[src/rtl/iir_stream_ctrl_if.sv]
// Signal bundle between the IIR job controller and its surroundings:
// configuration, job control, sample source, filter side and result side.
interface iir_stream_ctrl_if #(
  parameter int NB    = 10,
  parameter int CNT_W = 10
);
  logic             cfg_we;
  logic [1:0]       cfg_addr;
  logic [NB-1:0]    cfg_data;
  logic             start;
  logic             abort;
  logic             src_valid;
  logic [NB-1:0]    src_data;
  logic             src_ready;
  logic [NB-1:0]    x;
  logic             vin;
  logic [NB-1:0]    b0;
  logic [NB-1:0]    b1;
  logic [NB-1:0]    a1;
  logic [NB-1:0]    y;
  logic             vout;
  logic [NB-1:0]    dout;
  logic             dvalid;
  logic [CNT_W-1:0] out_cnt;
  logic             busy;
  logic             done;
  logic             err;

  modport master (
    input  cfg_we, cfg_addr, cfg_data, start, abort, src_valid, src_data, y, vout,
    output src_ready, x, vin, b0, b1, a1, dout, dvalid, out_cnt, busy, done, err
  );

  modport slave (
    output cfg_we, cfg_addr, cfg_data, start, abort, src_valid, src_data, y, vout,
    input  src_ready, x, vin, b0, b1, a1, dout, dvalid, out_cnt, busy, done, err
  );
endinterface

[src/rtl/iir_stream_ctrl.sv]
// Job sequencer in front of a single-pole IIR filter: shadow/active coefficients,
// bounded in-flight sample issue, output collection, completion and error reporting.
module iir_stream_ctrl #(
  parameter int NB       = 10,
  parameter int CNT_W    = 10,
  parameter int MAX_INFL = 4
) (
  input  logic              CLK_i,
  input  logic              RST_n_i,
  iir_stream_ctrl_if.master bus
);
  localparam int INFL_W = $clog2(MAX_INFL + 2);

  typedef enum logic [2:0] {S_IDLE, S_LOAD, S_RUN, S_DRAIN, S_FIN} state_t;

  state_t             state_reg, state_next;
  logic [CNT_W-1:0]   shadow_len_reg, len_reg, issued_reg, out_cnt_reg;
  logic [INFL_W-1:0]  infl_reg;
  logic [NB-1:0]      x_reg, dout_reg;
  logic               vin_reg, dvalid_reg, err_reg;
  logic [CNT_W-1:0]   cfg_len;
  logic [NB-1:0]      active_coef [3];
  logic               busy, src_ready, handshake, start_accept;
  logic               vout_stray, vout_taken, vout_ok;

  genvar gi;

  generate
    if (CNT_W <= NB) begin : g_len_trunc
      assign cfg_len = bus.cfg_data[CNT_W-1:0];
    end else begin : g_len_ext
      assign cfg_len = {{(CNT_W-NB){1'b0}}, bus.cfg_data};
    end
  endgenerate

  // Shadow coefficients are written any time; active ones only move in LOAD.
  generate
    for (gi = 0; gi < 3; gi++) begin : g_coef
      logic [NB-1:0] shadow_reg, active_reg;
      always_ff @(posedge CLK_i or negedge RST_n_i) begin
        if (!RST_n_i) begin
          shadow_reg <= '0;
          active_reg <= '0;
        end else begin
          if (bus.cfg_we && bus.cfg_addr == 2'(gi))
            shadow_reg <= bus.cfg_data;
          if (state_reg == S_LOAD)
            active_reg <= shadow_reg;
        end
      end
      assign active_coef[gi] = active_reg;
    end
  endgenerate

  assign busy         = (state_reg != S_IDLE);
  assign start_accept = (state_reg == S_IDLE) && bus.start && (shadow_len_reg != '0);
  // A sample already on VIN is in flight even before infl_reg has counted it.
  assign src_ready    = (state_reg == S_RUN) && (issued_reg < len_reg) && !bus.abort &&
                        ((infl_reg + INFL_W'(vin_reg)) < INFL_W'(MAX_INFL));
  assign handshake    = bus.src_valid && src_ready;
  assign vout_stray   = bus.vout && (infl_reg == '0) && !vin_reg;
  assign vout_taken   = bus.vout && !vout_stray;
  assign vout_ok      = vout_taken && busy;

  always_ff @(posedge CLK_i or negedge RST_n_i) begin
    if (!RST_n_i)
      state_reg <= S_IDLE;
    else
      state_reg <= state_next;
  end

  always_comb begin
    state_next = state_reg;
    case (state_reg)
      S_IDLE:  if (start_accept) state_next = S_LOAD;
      S_LOAD:  state_next = S_RUN;
      S_RUN:   if (bus.abort || (handshake && issued_reg == len_reg - 1'b1))
                 state_next = S_DRAIN;
      S_DRAIN: if (infl_reg == '0 && !vin_reg) state_next = S_FIN;
      S_FIN:   state_next = S_IDLE;
      default: state_next = S_IDLE;
    endcase
  end

  always_ff @(posedge CLK_i or negedge RST_n_i) begin
    if (!RST_n_i) begin
      shadow_len_reg <= '0;
      len_reg        <= '0;
      issued_reg     <= '0;
      infl_reg       <= '0;
      x_reg          <= '0;
      vin_reg        <= 1'b0;
      dout_reg       <= '0;
      dvalid_reg     <= 1'b0;
      out_cnt_reg    <= '0;
      err_reg        <= 1'b0;
    end else begin
      if (bus.cfg_we && bus.cfg_addr == 2'd3)
        shadow_len_reg <= cfg_len;
      vin_reg <= handshake;
      if (handshake) begin
        x_reg      <= bus.src_data;
        issued_reg <= issued_reg + 1'b1;
      end
      infl_reg   <= infl_reg + INFL_W'(vin_reg) - INFL_W'(vout_taken);
      dvalid_reg <= vout_ok;
      if (vout_ok) begin
        dout_reg <= bus.y;
        if (out_cnt_reg != '1)
          out_cnt_reg <= out_cnt_reg + 1'b1;
      end
      if (start_accept) begin
        len_reg     <= shadow_len_reg;
        issued_reg  <= '0;
        out_cnt_reg <= '0;
        err_reg     <= 1'b0;
      end
      if (vout_stray)
        err_reg <= 1'b1;
    end
  end

  assign bus.src_ready = src_ready;
  assign bus.x         = x_reg;
  assign bus.vin       = vin_reg;
  assign bus.b0        = active_coef[0];
  assign bus.b1        = active_coef[1];
  assign bus.a1        = active_coef[2];
  assign bus.dout      = dout_reg;
  assign bus.dvalid    = dvalid_reg;
  assign bus.out_cnt   = out_cnt_reg;
  assign bus.busy      = busy;
  assign bus.done      = (state_reg == S_FIN);
  assign bus.err       = err_reg;
endmodule

[src/flat_wrapper.sv]
// flat-port wrapper written by rule: the top's interface ports become plain ports
module iir_stream_ctrl_flat 
#(
  parameter int NB       = 10,
  parameter int CNT_W    = 10,
  parameter int MAX_INFL = 4
)
  (CLK_i, RST_n_i, bus_cfg_we, bus_cfg_addr, bus_cfg_data, bus_start, bus_abort, bus_src_valid, bus_src_data, bus_y, bus_vout, bus_src_ready, bus_x, bus_vin, bus_b0, bus_b1, bus_a1, bus_dout, bus_dvalid, bus_out_cnt, bus_busy, bus_done, bus_err);
  iir_stream_ctrl_if #(.NB(NB), .CNT_W(CNT_W)) bus_i ();
  input  logic CLK_i;
  input  logic RST_n_i;
  input wire logic [$bits(bus_i.cfg_we)-1:0] bus_cfg_we;
  input wire logic [$bits(bus_i.cfg_addr)-1:0] bus_cfg_addr;
  input wire logic [$bits(bus_i.cfg_data)-1:0] bus_cfg_data;
  input wire logic [$bits(bus_i.start)-1:0] bus_start;
  input wire logic [$bits(bus_i.abort)-1:0] bus_abort;
  input wire logic [$bits(bus_i.src_valid)-1:0] bus_src_valid;
  input wire logic [$bits(bus_i.src_data)-1:0] bus_src_data;
  input wire logic [$bits(bus_i.y)-1:0] bus_y;
  input wire logic [$bits(bus_i.vout)-1:0] bus_vout;
  output wire logic [$bits(bus_i.src_ready)-1:0] bus_src_ready;
  output wire logic [$bits(bus_i.x)-1:0] bus_x;
  output wire logic [$bits(bus_i.vin)-1:0] bus_vin;
  output wire logic [$bits(bus_i.b0)-1:0] bus_b0;
  output wire logic [$bits(bus_i.b1)-1:0] bus_b1;
  output wire logic [$bits(bus_i.a1)-1:0] bus_a1;
  output wire logic [$bits(bus_i.dout)-1:0] bus_dout;
  output wire logic [$bits(bus_i.dvalid)-1:0] bus_dvalid;
  output wire logic [$bits(bus_i.out_cnt)-1:0] bus_out_cnt;
  output wire logic [$bits(bus_i.busy)-1:0] bus_busy;
  output wire logic [$bits(bus_i.done)-1:0] bus_done;
  output wire logic [$bits(bus_i.err)-1:0] bus_err;
  assign bus_i.cfg_we = bus_cfg_we;
  assign bus_i.cfg_addr = bus_cfg_addr;
  assign bus_i.cfg_data = bus_cfg_data;
  assign bus_i.start = bus_start;
  assign bus_i.abort = bus_abort;
  assign bus_i.src_valid = bus_src_valid;
  assign bus_i.src_data = bus_src_data;
  assign bus_i.y = bus_y;
  assign bus_i.vout = bus_vout;
  assign bus_src_ready = bus_i.src_ready;
  assign bus_x = bus_i.x;
  assign bus_vin = bus_i.vin;
  assign bus_b0 = bus_i.b0;
  assign bus_b1 = bus_i.b1;
  assign bus_a1 = bus_i.a1;
  assign bus_dout = bus_i.dout;
  assign bus_dvalid = bus_i.dvalid;
  assign bus_out_cnt = bus_i.out_cnt;
  assign bus_busy = bus_i.busy;
  assign bus_done = bus_i.done;
  assign bus_err = bus_i.err;
  iir_stream_ctrl #(.NB(NB), .CNT_W(CNT_W), .MAX_INFL(MAX_INFL)) u_core (.CLK_i(CLK_i), .RST_n_i(RST_n_i), .bus(bus_i));
endmodule
[config.mk]
export PLATFORM = sky130hd
export DESIGN_NAME = iir_stream_ctrl_flat
export DESIGN_NICKNAME = d
export VERILOG_FILES = /design/src/rtl/iir_stream_ctrl_if.sv /design/src/rtl/iir_stream_ctrl.sv /design/src/flat_wrapper.sv
export SDC_FILE = /design/constraint.sdc
export NUM_CORES = 1
export LEC_CHECK = 0
export BUFFER_PORTS_ARGS = -buffer_cell sky130_fd_sc_hd__buf_2
export CORE_ASPECT_RATIO = 0.6
export CORE_MARGIN = 1
export CORE_UTILIZATION = 60
export CTS_CLUSTER_DIAMETER = 100
export DETAILED_ROUTE_END_ITERATION = 6
export GPL_ROUTABILITY_DRIVEN = 0
export GPL_TIMING_DRIVEN = 0
export PLACE_DENSITY = 0.95
export SLEW_MARGIN = 20
export SYNTH_ARGS = -nofsm -noshare
export SYNTH_HDL_FRONTEND = slang
export SYNTH_SLANG_ARGS = --single-unit
[constraint.sdc]
create_clock -name CLK_i -period 5.6 [get_ports CLK_i]
set_input_delay 0.56 -clock CLK_i [delete_from_list [all_inputs] [get_ports CLK_i]]
set_output_delay 0.56 -clock CLK_i [all_outputs]
set_load 0.02 [all_outputs]
Word-level counts from Yosys, hierarchy flattened

Index checks and enable logic that the tools add are counted.

Bits in registers: 129
Output and inout port bits: 66
Logic and storage cells: 78

Add/sub/neg operators: 5
Order comparisons: 2
Eq/ne operators: 12
Multiplexer cells: 11
Reductions and logical operators: 31

Operator list:

| kind                                                                    | count |
|---|---|
| 10-bit 2-to-1 mux                                                       | 5 |
| 10-bit by 1-bit adder with 10-bit output, second input constant         | 2 |
| 1-bit logical AND                                                       | 16 |
| 3-bit one-hot mux with 4 select lines                                   | 1 |
| 10-bit equality test                                                    | 1 |
| 10-bit < comparator                                                     | 1 |
| 10-bit inequality test, second input constant                           | 1 |
| 10-bit nonzero test                                                     | 1 |
| 10-bit by 1-bit subtractor with 10-bit output, second input constant    | 1 |
| 3-bit 2-to-1 mux                                                        | 3 |
| 2-bit nonzero test                                                      | 4 |
| 3-bit by 2-bit equality test with 1-bit output, second input constant   | 2 |
| 3-bit logical NOT                                                       | 2 |
| 2-bit equality test, second input constant                              | 2 |
| 2-bit by 1-bit inequality test with 1-bit output, second input constant | 2 |
| 3-bit by 1-bit adder with 3-bit output                                  | 1 |
| 3-bit by 1-bit equality test with 1-bit output, second input constant   | 1 |
| 3-bit equality test, second input constant                              | 1 |
| 1-bit logical NOT                                                       | 3 |
| 3-bit < comparator, second input constant                               | 1 |
| 3-bit AND reduction                                                     | 1 |
| 3-bit nonzero test                                                      | 1 |
| 3-bit by 1-bit subtractor with 3-bit output                             | 1 |
| 2-bit by 1-bit equality test with 1-bit output, second input constant   | 1 |
| 5 further kinds                                                         | 6 |

Logic depth before layout (Yosys ltp)

Gate-level depths: netlist (run 1).

Depth after elaboration: 9
Depth in mapped cells: 9
Mapped depth without buffers: 8

Least setup slack after synthesis (run 1)

OpenSTA, ideal clock, no wires.

Path kind: flip-flop to flip-flop
Start: register u_core.vin_reg, in the netlist u_core.bus.vin
End: register u_core.state_reg[2]
Setup time: 0.087 ns
Arrival time: 2.613 ns
Data required time: 5.513 ns
Slack: 2.900 ns
Stages on the path, launching flop included: 7
Path buffers: 0
Clock period less this slack: 2.700 ns
Path through: dfrtp_1 > or4_4 > a311oi_1 > o21ai_1 > or4_1 > or4b_4 > a211oi_2

Cells in the longest elaborated chain, start to end: 8
Elaborated cells on any way between the ends: 11
Classes of those cells: add/sub: 1; order compare: 1; eq/ne: 2; reduce/logical: 7

RTL lines:

| element                                | line                   | source |
|---|---|---|
| start, declared                        | iir_stream_ctrl.sv:20  | `logic vin_reg, dvalid_reg, err_reg;` |
| start signal, assigned                 | iir_stream_ctrl.sv:100 | `vin_reg <= handshake;` |
| 3-bit by 1-bit adder with 3-bit output | iir_stream_ctrl.sv:59  | `((infl_reg + INFL_W'(vin_reg)) < INFL_W'(MAX_INFL));` |
| 3-bit < comparator                     | iir_stream_ctrl.sv:59  |  |
| 1-bit logical AND                      | iir_stream_ctrl.sv:58  | `assign src_ready = (state_reg == S_RUN) && (issued_reg < len_reg) && !bus.abort &&` |
| 1-bit logical AND                      | iir_stream_ctrl.sv:60  | `assign handshake = bus.src_valid && src_ready;` |
| 1-bit logical AND                      | iir_stream_ctrl.sv:77  | `S_RUN: if (bus.abort \|\| (handshake && issued_reg == len_reg - 1'b1))` |
| 1-bit logical OR                       | iir_stream_ctrl.sv:77  |  |
| 2-bit inequality test (no line)        | -                      |  |
| 3-bit AND reduction (no line) (*)      | -                      |  |
| end signal, assigned                   | iir_stream_ctrl.sv:69  | `state_reg <= state_next;` |
| end, declared                          | iir_stream_ctrl.sv:16  | `state_t state_reg, state_next;` |

Mark *: on every way between the ends. The rest lies on a longest branch, timed or not.
A chain may end at the register's enable or synchronous reset.

Worst setup path after layout (run 1)

Start: register u_core.vin_reg, in the netlist u_core.bus.vin
End: register u_core.x_reg[6], in the netlist u_core.bus.x[6]

Cells in the longest elaborated chain, start to end: 4

RTL lines:

| element                                | line                   | source |
|---|---|---|
| 3-bit by 1-bit adder with 3-bit output | iir_stream_ctrl.sv:59  |  |
| 3-bit < comparator                     | iir_stream_ctrl.sv:59  |  |
| 1-bit logical AND                      | iir_stream_ctrl.sv:58  |  |
| 1-bit logical AND                      | iir_stream_ctrl.sv:60  |  |
| net u_core.handshake                   | iir_stream_ctrl.sv:23  | `logic busy, src_ready, handshake, start_accept;` |
| end signal, assigned                   | iir_stream_ctrl.sv:102 | `x_reg <= bus.src_data;` |
| end, declared                          | iir_stream_ctrl.sv:19  | `logic [NB-1:0] x_reg, dout_reg;` |

The timed path passes the listed nets, and every way through them passes these cells.

==> results of run 1 <==
layout make-up:
class                   instances  area share, %
well taps                     130           2.30
repair buffers                105           7.83
multi-input cells             298           34.0
plain buffers                  15           1.04
clock inverters                15           2.28
flip-flops and latches        129           45.6
inverters                      18          0.954
clock buffers                  17           6.01
critical path, delay by kind of cell, from the launching register on:
kind	cells	cell delay, ns
buffers and inverters	1	0.51
adders and majority gates	2	0.41
and+or+nand+nor	2	0.66
AOI/OAI and AO/OA	1	0.25
DFF	1	0.42
xor gates and xnor gates	1	0.34
muxes	1	0.41
metal layers:
layer,vias up,track usage (%),wire length (um)
met3,88,9.41,1410
li1,1898,-,-
met1,2275,42.4,6120
met2,314,51.8,7400
met5,-,0,0
met4,0,23.8,872
power by group:
| group | total [W] | switching (W) | internal, W |
|---|---|---|---|
| Clock | 0.00110 | 0.000440 | 0.000658 |
| Sequential | 0.00151 | 0.000257 | 0.00126 |
| Combinational | 0.00146 | 0.000850 | 0.000608 |
per-stage QoR:
stage,setup slack [ns],utilization [%]
floorplan,2.90,-
global placement,2.45,69.8
detailed placement,2.63,70.2
CTS,2.52,76.5
global route,2.25,76.5
finish,2.48,76.5
cells by family (layout without fill, tap and decap cells):
family / after synthesis / after routing / synth area share, %
AOI/OAI and AO/OA: 46 / 46 / 5.28
xor gates and xnor gates: 24 / 24 / 3.64
adders and majority gates: 17 / 17 / 3.68
buffers and inverters: 33 / 170 / 2.45
DFF: 129 / 129 / 55.9
muxes: 93 / 93 / 18.1
and+or+nand+nor: 118 / 118 / 11.0
worst max path at each step:
stage	startpoint	cells after the start	slack, ns	endpoint
2_1_floorplan	u_core.bus.vin	6	2.90	u_core.state_reg[2]
3_3_place_gp	RST_n_i	1	2.45	u_core.bus.x[7]
3_5_place_dp	u_core.bus.vin	8	2.63	u_core.bus.x[5]
4_1_cts	u_core.bus.vin	8	2.52	u_core.bus.x[6]
5_1_grt	u_core.bus.vin	8	2.25	u_core.bus.x[6]
6_report	u_core.bus.vin	8	2.48	u_core.bus.x[6]
Yosys cell counts, types with 2 or more instances:
master and instances:
o21a_1 3, a311o_1 2, ha_1 17, nor2_1 24
buf_1 2, o21ai_1 2, nand3_1 11, mux2_2 90
nand2_1 27, xnor2_1 17, and4b_1 2, and3_1 6
nor2b_1 7, o21ai_0 16, a21oi_1 7, a31oi_1 2
nor4_1 10, a31o_2 4, nand4_1 3, inv_1 18
nand3b_1 3, clkbuf_1 11, nor3_1 6, and2_1 2
mux2i_1 3, nor3b_1 5, xor2_1 7, dfrtp_1 129
and4_1 4
==> run metrics, run 1 <==
top post-synthesis cells by area dfrtp_1 (56%), mux2_2 (18%), ha_1 (3.7%), xnor2_1 (2.6%), nand2_1 (1.8%); I/O Buffers 104; die width 129 um; Hold Path Class in -> async; Worst Path Class, Setup reg -> reg; Leak 3.30 nW; area of the die 10000 um2; Least-Margin Pin Slew 0.873 ns; WP data required 5.91 ns; GRT Overall Usage 33.9%; drt drc 0; critical path arrival 3.43 ns; Yosys top cell by area dfrtp_1; Worst-Skew Late Latency 0.43 ns; R2R setup slack 2.48 ns; storage element area 3230 um2; TritonCTS buffer count 17; first-pass GRT wire length 24.9 mm; number of flip-flops in the largest register 30; commonest non-fill, non-tap cell in the layout dfrtp_1; Post-Syn Instances 460; Max Fclk 0.320 GHz; post-CTS resize count 0; total design power 0.00407 W; initial antenna violation count 0; Root Buffer clkbuf_16; Worst slew margin 41.3%; most frequent cells in the layout dfrtp_1 (129), buf_2 (103), mux2_2 (90); FF-to-FF End u_core.bus.x[6]; HPWL after DPL 9.66 mm; DP Area 6500 um2; Final Critical Period 3.12 ns; core area 9260 um2; initial core utilization 62.4%; CP max FO 10; maxcap violations 0; TritonRoute pass-1 iters 7; number of setup buffers added after CTS 0; Crit-path slowest cell clkbuf_1; layout cell share with drive strength beyond 1 39.9%; post-synth cell types 49; Yosys Warn Count 0; wire length per cell 21.7 um; Fin. Hold Viols 0; fin area 7080 um2; # diodes 0; number of synthesized flops with an enable pin 0; Pwr per Cell Area 575 nW/um2; clock-pin slew on the worst setup and hold paths 0.06 ns; post-synthesis register bit count 129; Detailed Route WL 15.8 mm; total gr overflow 0; type of origin of the critical path flip-flop; DRT antenna net count 0; IO Pins 105; Sum Neg Setup Slack 0 ns; setup repair after global routing missed its margin no; r2r worst-path depth 8; final hold slack 0.0970 ns; Multi-input gate area 2410 um2; worst flop-to-flop path startpoint u_core.bus.vin; CTS tree yes; final non-filler cell total 727; fillcell total 526; vias in the first global route 4748; Mapped Area 5780 um2; Critical Path, Cell by Cell ha_1 > ha_1 > xnor2_1 > and4_1 > o21ai_1 > nor2_1 > clkbuf_1 > mux2_2; ys async rst share 100%; Slew Limit Fails 0; Longest Clk Path Bufs 2; total clock sinks 129; main flop type after synthesis dfrtp_1; Max VDD drop 296 uV; synthesized area per cell 12.6 um2; Core Rows 27; DRT iter0 DRCs 484; Setup violations, final 0; Final period util 55.8%; Via density 6.29; CP endpoint kind flip-flop; CP dominant cell by count ha_1; Post-CTS Hold Buffers 0; CTS H-tree depth 4; die height 78.0 um; vias after detailed routing 4575; status finished, final reports clean; Nets 640; Area growth, synth to finish 22.6%; clk_skew 0.00668 ns; top-area cell type share of the netlist area 55.9%; Post-Syn Nets 516; register area share after synthesis 55.9%; DP Cell Count 695; largest stage delay on the critical path 0.51 ns; largest net degree at the start of global routing 74
(Power assumes the default switching activity.)
==> inputs of run 2 (changes only) <==
Settings changed: CORE_UTILIZATION 60 to 56, PLACE_DENSITY 0.95 to 0.9.
Clock period 5.6 ns to 3.17 ns, I/O delays scaled along.
==> run metrics, run 2 (synthesis results as in run 1) <==
status finished, final reports clean; WP data required 3.47 ns; drt drc 0; Fin. Hold Viols 0; FF-to-FF End u_core.issued_reg[8]; TritonRoute pass-1 iters 5; die width 133 um; CP dominant cell by count a21oi_1; layout cell share with drive strength beyond 1 39.5%; CP endpoint kind flip-flop; sequential share of power 37.2%; CTS H-tree depth 4; DRT iter0 DRCs 361; Via density 5.89; internal power 0.00459 W; instance count on the critical path 8; vias in the first global route 4267; die height 80.7 um; largest net degree at the start of global routing 77; total clock sinks 129; CTS tree yes; switching portion of total power 35.6%; wire length per cell 19.0 um; I/O Buffers 104; Worst slew margin 41.1%; Longest Clk Path Bufs 2; Buf/Inv on CP 1; core area 9950 um2; number of setup buffers added after CTS 0; CP max FO 8; Area growth, synth to finish 23.2%; Final period util 93.0%; Root Buffer clkbuf_16; fillcell total 637; R2R setup slack 0.22 ns; Psw 0.00254 W; clock-pin slew on the worst setup and hold paths 0.05 ns; worst flop-to-flop path startpoint u_core.len_reg[5]; Critical Path, Cell by Cell inv_1 > ha_1 > a211o_1 > a21oi_1 > a21oi_1 > nor4_1 > a21oi_1 > a31o_2; Pwr per Cell Area 1000 nW/um2; Least-Margin Pin Slew 0.875 ns; Endpoint, Worst Hold u_core.bus.x[3]; maxcap violations 0; type of origin of the critical path flip-flop; initial core utilization 58.1%; largest stage delay on the critical path 0.79 ns; final hold slack 0.135 ns; Hold Path Class in -> reg; initial antenna violation count 0; area of the die 10700 um2; IO Pins 105; # diodes 0; Leak 3.33 nW; CP top delay family compound AO/OA/AOI/OAI gates; HPWL after DPL 9.32 mm; Gate power share 34.8%; cell count of the worst hold path 2; number of flip-flops in the largest register 30; DRT antenna net count 0; Slew Limit Fails 0; total gr overflow 0; Sum Neg Setup Slack 0 ns; vias after detailed routing 4319; setup repair after global routing missed its margin no; Hold Crit Start bus_src_data[3]; critical path arrival 3.25 ns; r2r worst-path depth 8; Final Critical Period 2.95 ns; Setup violations, final 0; Clk pwr share 28.0%; most frequent cells in the layout dfrtp_1 (129), buf_2 (103), mux2_2 (90); Worst Path Class, Setup reg -> reg; Nets 641; TritonCTS buffer count 17; first-pass GRT wire length 21.8 mm; Max VDD drop 494 uV; Detailed Route WL 13.9 mm; clk_skew 0.00742 ns; commonest non-fill, non-tap cell in the layout dfrtp_1; Max Fclk 0.339 GHz; GRT Overall Usage 27.3%; Core Rows 28; Worst-Skew Late Latency 0.42 ns; Crit-path slowest cell nor4_1
-- run 2: cell types whose count changed in the layout (fill, tap and decap cells not counted), sizes merged --
cell,delta
bufinv,+1
clkinv,+1
dlygate4sd3,+1
clkinvlp,-5
inv,-3
clkbuf,+6
-- run 2: power by group through the flow --
stage	Sequential (W)	Clock (W)	Combinational [W]
after floorplan	0.00299	0	0.00124
final	0.00265	0.00200	0.00248
after global routing	0.00271	0.00209	0.00266
after detailed placement	0.00264	0	0.00242
after CTS	0.00263	0.00201	0.00247
after global placement	0.00258	0	0.00229
-- run 2: how the worst max path moves through the flow --
stage / end / slack, ns / start
floorplan: u_core.state_reg[2] / 0.47 / u_core.bus.vin
global placement: u_core.bus.x[9] / 0.28 / RST_n_i
detailed placement: u_core.bus.x[5] / 0.22 / u_core.bus.vin
CTS: u_core.bus.x[5] / 0.15 / u_core.bus.vin
global route: u_core.issued_reg[8] / 0.05 / u_core.bus.vin
finish: u_core.issued_reg[8] / 0.22 / u_core.len_reg[5]
-- run 2: timing repair --
item | in CTS | in global routing
gates resized for setup | 0 | 2
endpoints found under the hold margin | 53 | 0
setup endpoints to repair | 0 | 7
hold buffers | 1 | 0
-- run 2: layout make-up --
class	instances	area, um2	share of cell area, %
Clock buffer	23	478	6.71
Sequential cell	129	3230	45.3
Clock inverter	9	130	1.83
Buffer	15	75.1	1.05
Inverter	18	67.6	0.949
Multi-Input combinational cell	298	2410	33.8
Timing Repair Buffer	106	564	7.92
Tap cell	135	169	2.37
-- run 2: per-layer routing --
layer	GRT usage, %	wire [um]	up-vias
met4	10.6	250	0
met5	0	0	-
met1	35.1	6060	2202
met2	44.5	6750	168
li1	-	-	1915
met3	7.26	832	34
-- run 2: metrics by stage --
| step | setup slack, ns | power, W | area, um2 | cells | utilization (%) |
|---|---|---|---|---|---|
| after floorplan | 0.470 | 0.00423 | 5780 | 460 | - |
| after global placement | 0.277 | 0.00487 | 6470 | 699 | 65.0 |
| after detailed placement | 0.218 | 0.00506 | 6500 | 700 | 65.4 |
| after CTS | 0.150 | 0.00712 | 7120 | 733 | 71.6 |
| after global routing | 0.0457 | 0.00747 | 7120 | 733 | 71.6 |
| final | 0.223 | 0.00713 | 7120 | 733 | 71.6 |
-- run 2: worst register-to-register path, cell delays in order, from the launching register on --
cell,delay [ns]
dfrtp_1,0.41
inv_1,0.09
ha_1,0.32
a211o_1,0.30
a21oi_1,0.19
a21oi_1,0.27
nor4_1,0.80
a21oi_1,0.20
a31o_2,0.25
==> inputs of run 3 (changes only) <==
Settings changed: BUFFER_PORTS_ARGS -buffer_cell sky130_fd_sc_hd__buf_2 to unset, CORE_UTILIZATION 56 to 60, DONT_BUFFER_PORTS set to 1, PLACE_DENSITY 0.9 to 0.86.
Clock period 3.17 ns to 3.3 ns, I/O delays scaled along.
==> run metrics, run 3 (synthesis results as in run 1) <==
status finished with violations; failing checks negative hold slack; vias after detailed routing 3875; largest net degree at the start of global routing 130; drt drc 0; number of flip-flops in the largest register 30; CP max FO 5; initial antenna violation count 0; Core Rows 27; Worst-Skew Late Latency 0.42 ns; layout cell share with drive strength beyond 1 27.2%; die height 78.0 um; DRT iter0 DRCs 377; # diodes 0; total clock sinks 129; first-pass GRT wire length 21.1 mm; clk_skew 0.00891 ns; Max VDD drop 556 uV; Via density 6.23; Pwr per Cell Area 1000 nW/um2; I/O Buffers 0; Longest Clk Path Bufs 2; Area growth, synth to finish 14.3%; Final period util 91.9%; vias in the first global route 4067; initial core utilization 62.4%; Leak 2.90 nW; CP endpoint kind flip-flop; Max Fclk 0.330 GHz; commonest non-fill, non-tap cell in the layout dfrtp_1; maxcap violations 0; WP data required 3.63 ns; total gr overflow 0; CTS tree yes; Slew Limit Fails 0; HPWL after DPL 8.47 mm; final hold slack -0.400 ns; die width 129 um; area of the die 10000 um2; Setup violations, final 0; clock-pin slew on the worst setup and hold paths 0.06 ns; Detailed Route WL 13.1 mm; number of setup buffers added after CTS 0; Final Critical Period 3.03 ns; GRT Overall Usage 28.4%; type of origin of the critical path flip-flop; Worst slew margin 41.9%; critical path arrival 3.37 ns; Sum Neg Setup Slack 0 ns; Multi-input gate area 2410 um2; core area 9260 um2; DRT antenna net count 0; fillcell total 607; Least-Margin Pin Slew 0.864 ns; TritonCTS buffer count 17; CTS H-tree depth 4; storage element area 3230 um2; setup repair after global routing missed its margin no; TritonRoute pass-1 iters 7; Root Buffer clkbuf_16; most frequent cells in the layout dfrtp_1 (129), mux2_2 (90), nand2_1 (27); Nets 535; IO Pins 105; Worst Path Class, Setup reg -> reg; Fin. Hold Viols 129; wire length per cell 21.1 um; Hold Path Class in -> async
==> run 3: area by class of cell <==
type	instances	share of cell area (%)
tap	130	2.46
buffer	15	1.14
inverter	18	1.02
multi-input combinational	298	36.5
clock inverter	13	3.15
sequential	129	48.9
clock buffer	19	6.86
==> run 3: metal layers <==
metal | up-vias | track usage, % | part of all wire [%]
met5 | - | 0 | 0
met4 | 0 | 11.9 | 2.2
met3 | 37 | 8.93 | 8.5
met2 | 199 | 43.9 | 48
met1 | 1959 | 37.5 | 41
li1 | 1680 | - | -
==> run 3: critical path, stage by stage (launching register included) <==
cell	delay, ns
dfrtp_1	0.50
or4_4	0.63
a311oi_1	0.34
o21ai_1	0.10
or4_1	0.57
or4b_4	0.59
a211oi_2	0.22
==> run 3: metrics by stage <==
stage | setup slack [ns] | utilization [%] | total power, W | area, um2 | std cells
after floorplan | 0.600 | - | 0.00407 | 5780 | 460
after global placement | 0.369 | 64.2 | 0.00434 | 5940 | 590
after detailed placement | 0.217 | 64.2 | 0.00448 | 5940 | 590
after CTS | 0.232 | 71.3 | 0.00663 | 6600 | 622
after global routing | 0.0472 | 71.3 | 0.00692 | 6600 | 622
final | 0.266 | 71.3 | 0.00664 | 6600 | 622
==> run 3: report_power, final <==
part	switching, W	internal [W]
registers	0.000888	0.00213
clock network	0.000709	0.00138
logic	0.000750	0.000778
total	0.00235	0.00429
==> run 3: repair_timing <==
action | in CTS | in global routing
endpoints found under the hold margin | 129 | 129
gates resized for setup | 0 | 2
setup endpoints to repair | 0 | 7
==> run 3: worst paths after layout <==
kind                                           startpoint                        endpoint  slack, ns  cells after the start
min reg2reg                u_core.g_coef[1].shadow_reg[0]  u_core.g_coef[1].shadow_reg[0]       0.50                      1
max in group asynchronous                         RST_n_i                 u_core.bus.x[3]       3.57                      0
min in group CLK_i                               bus_y[6]              u_core.bus.dout[6]       0.05                      1
max                                        u_core.bus.vin             u_core.state_reg[2]       0.27                      6
max reg2reg                                u_core.bus.vin             u_core.state_reg[2]       0.27                      6
min                                               RST_n_i  u_core.g_coef[0].shadow_reg[2]      -0.40                      0
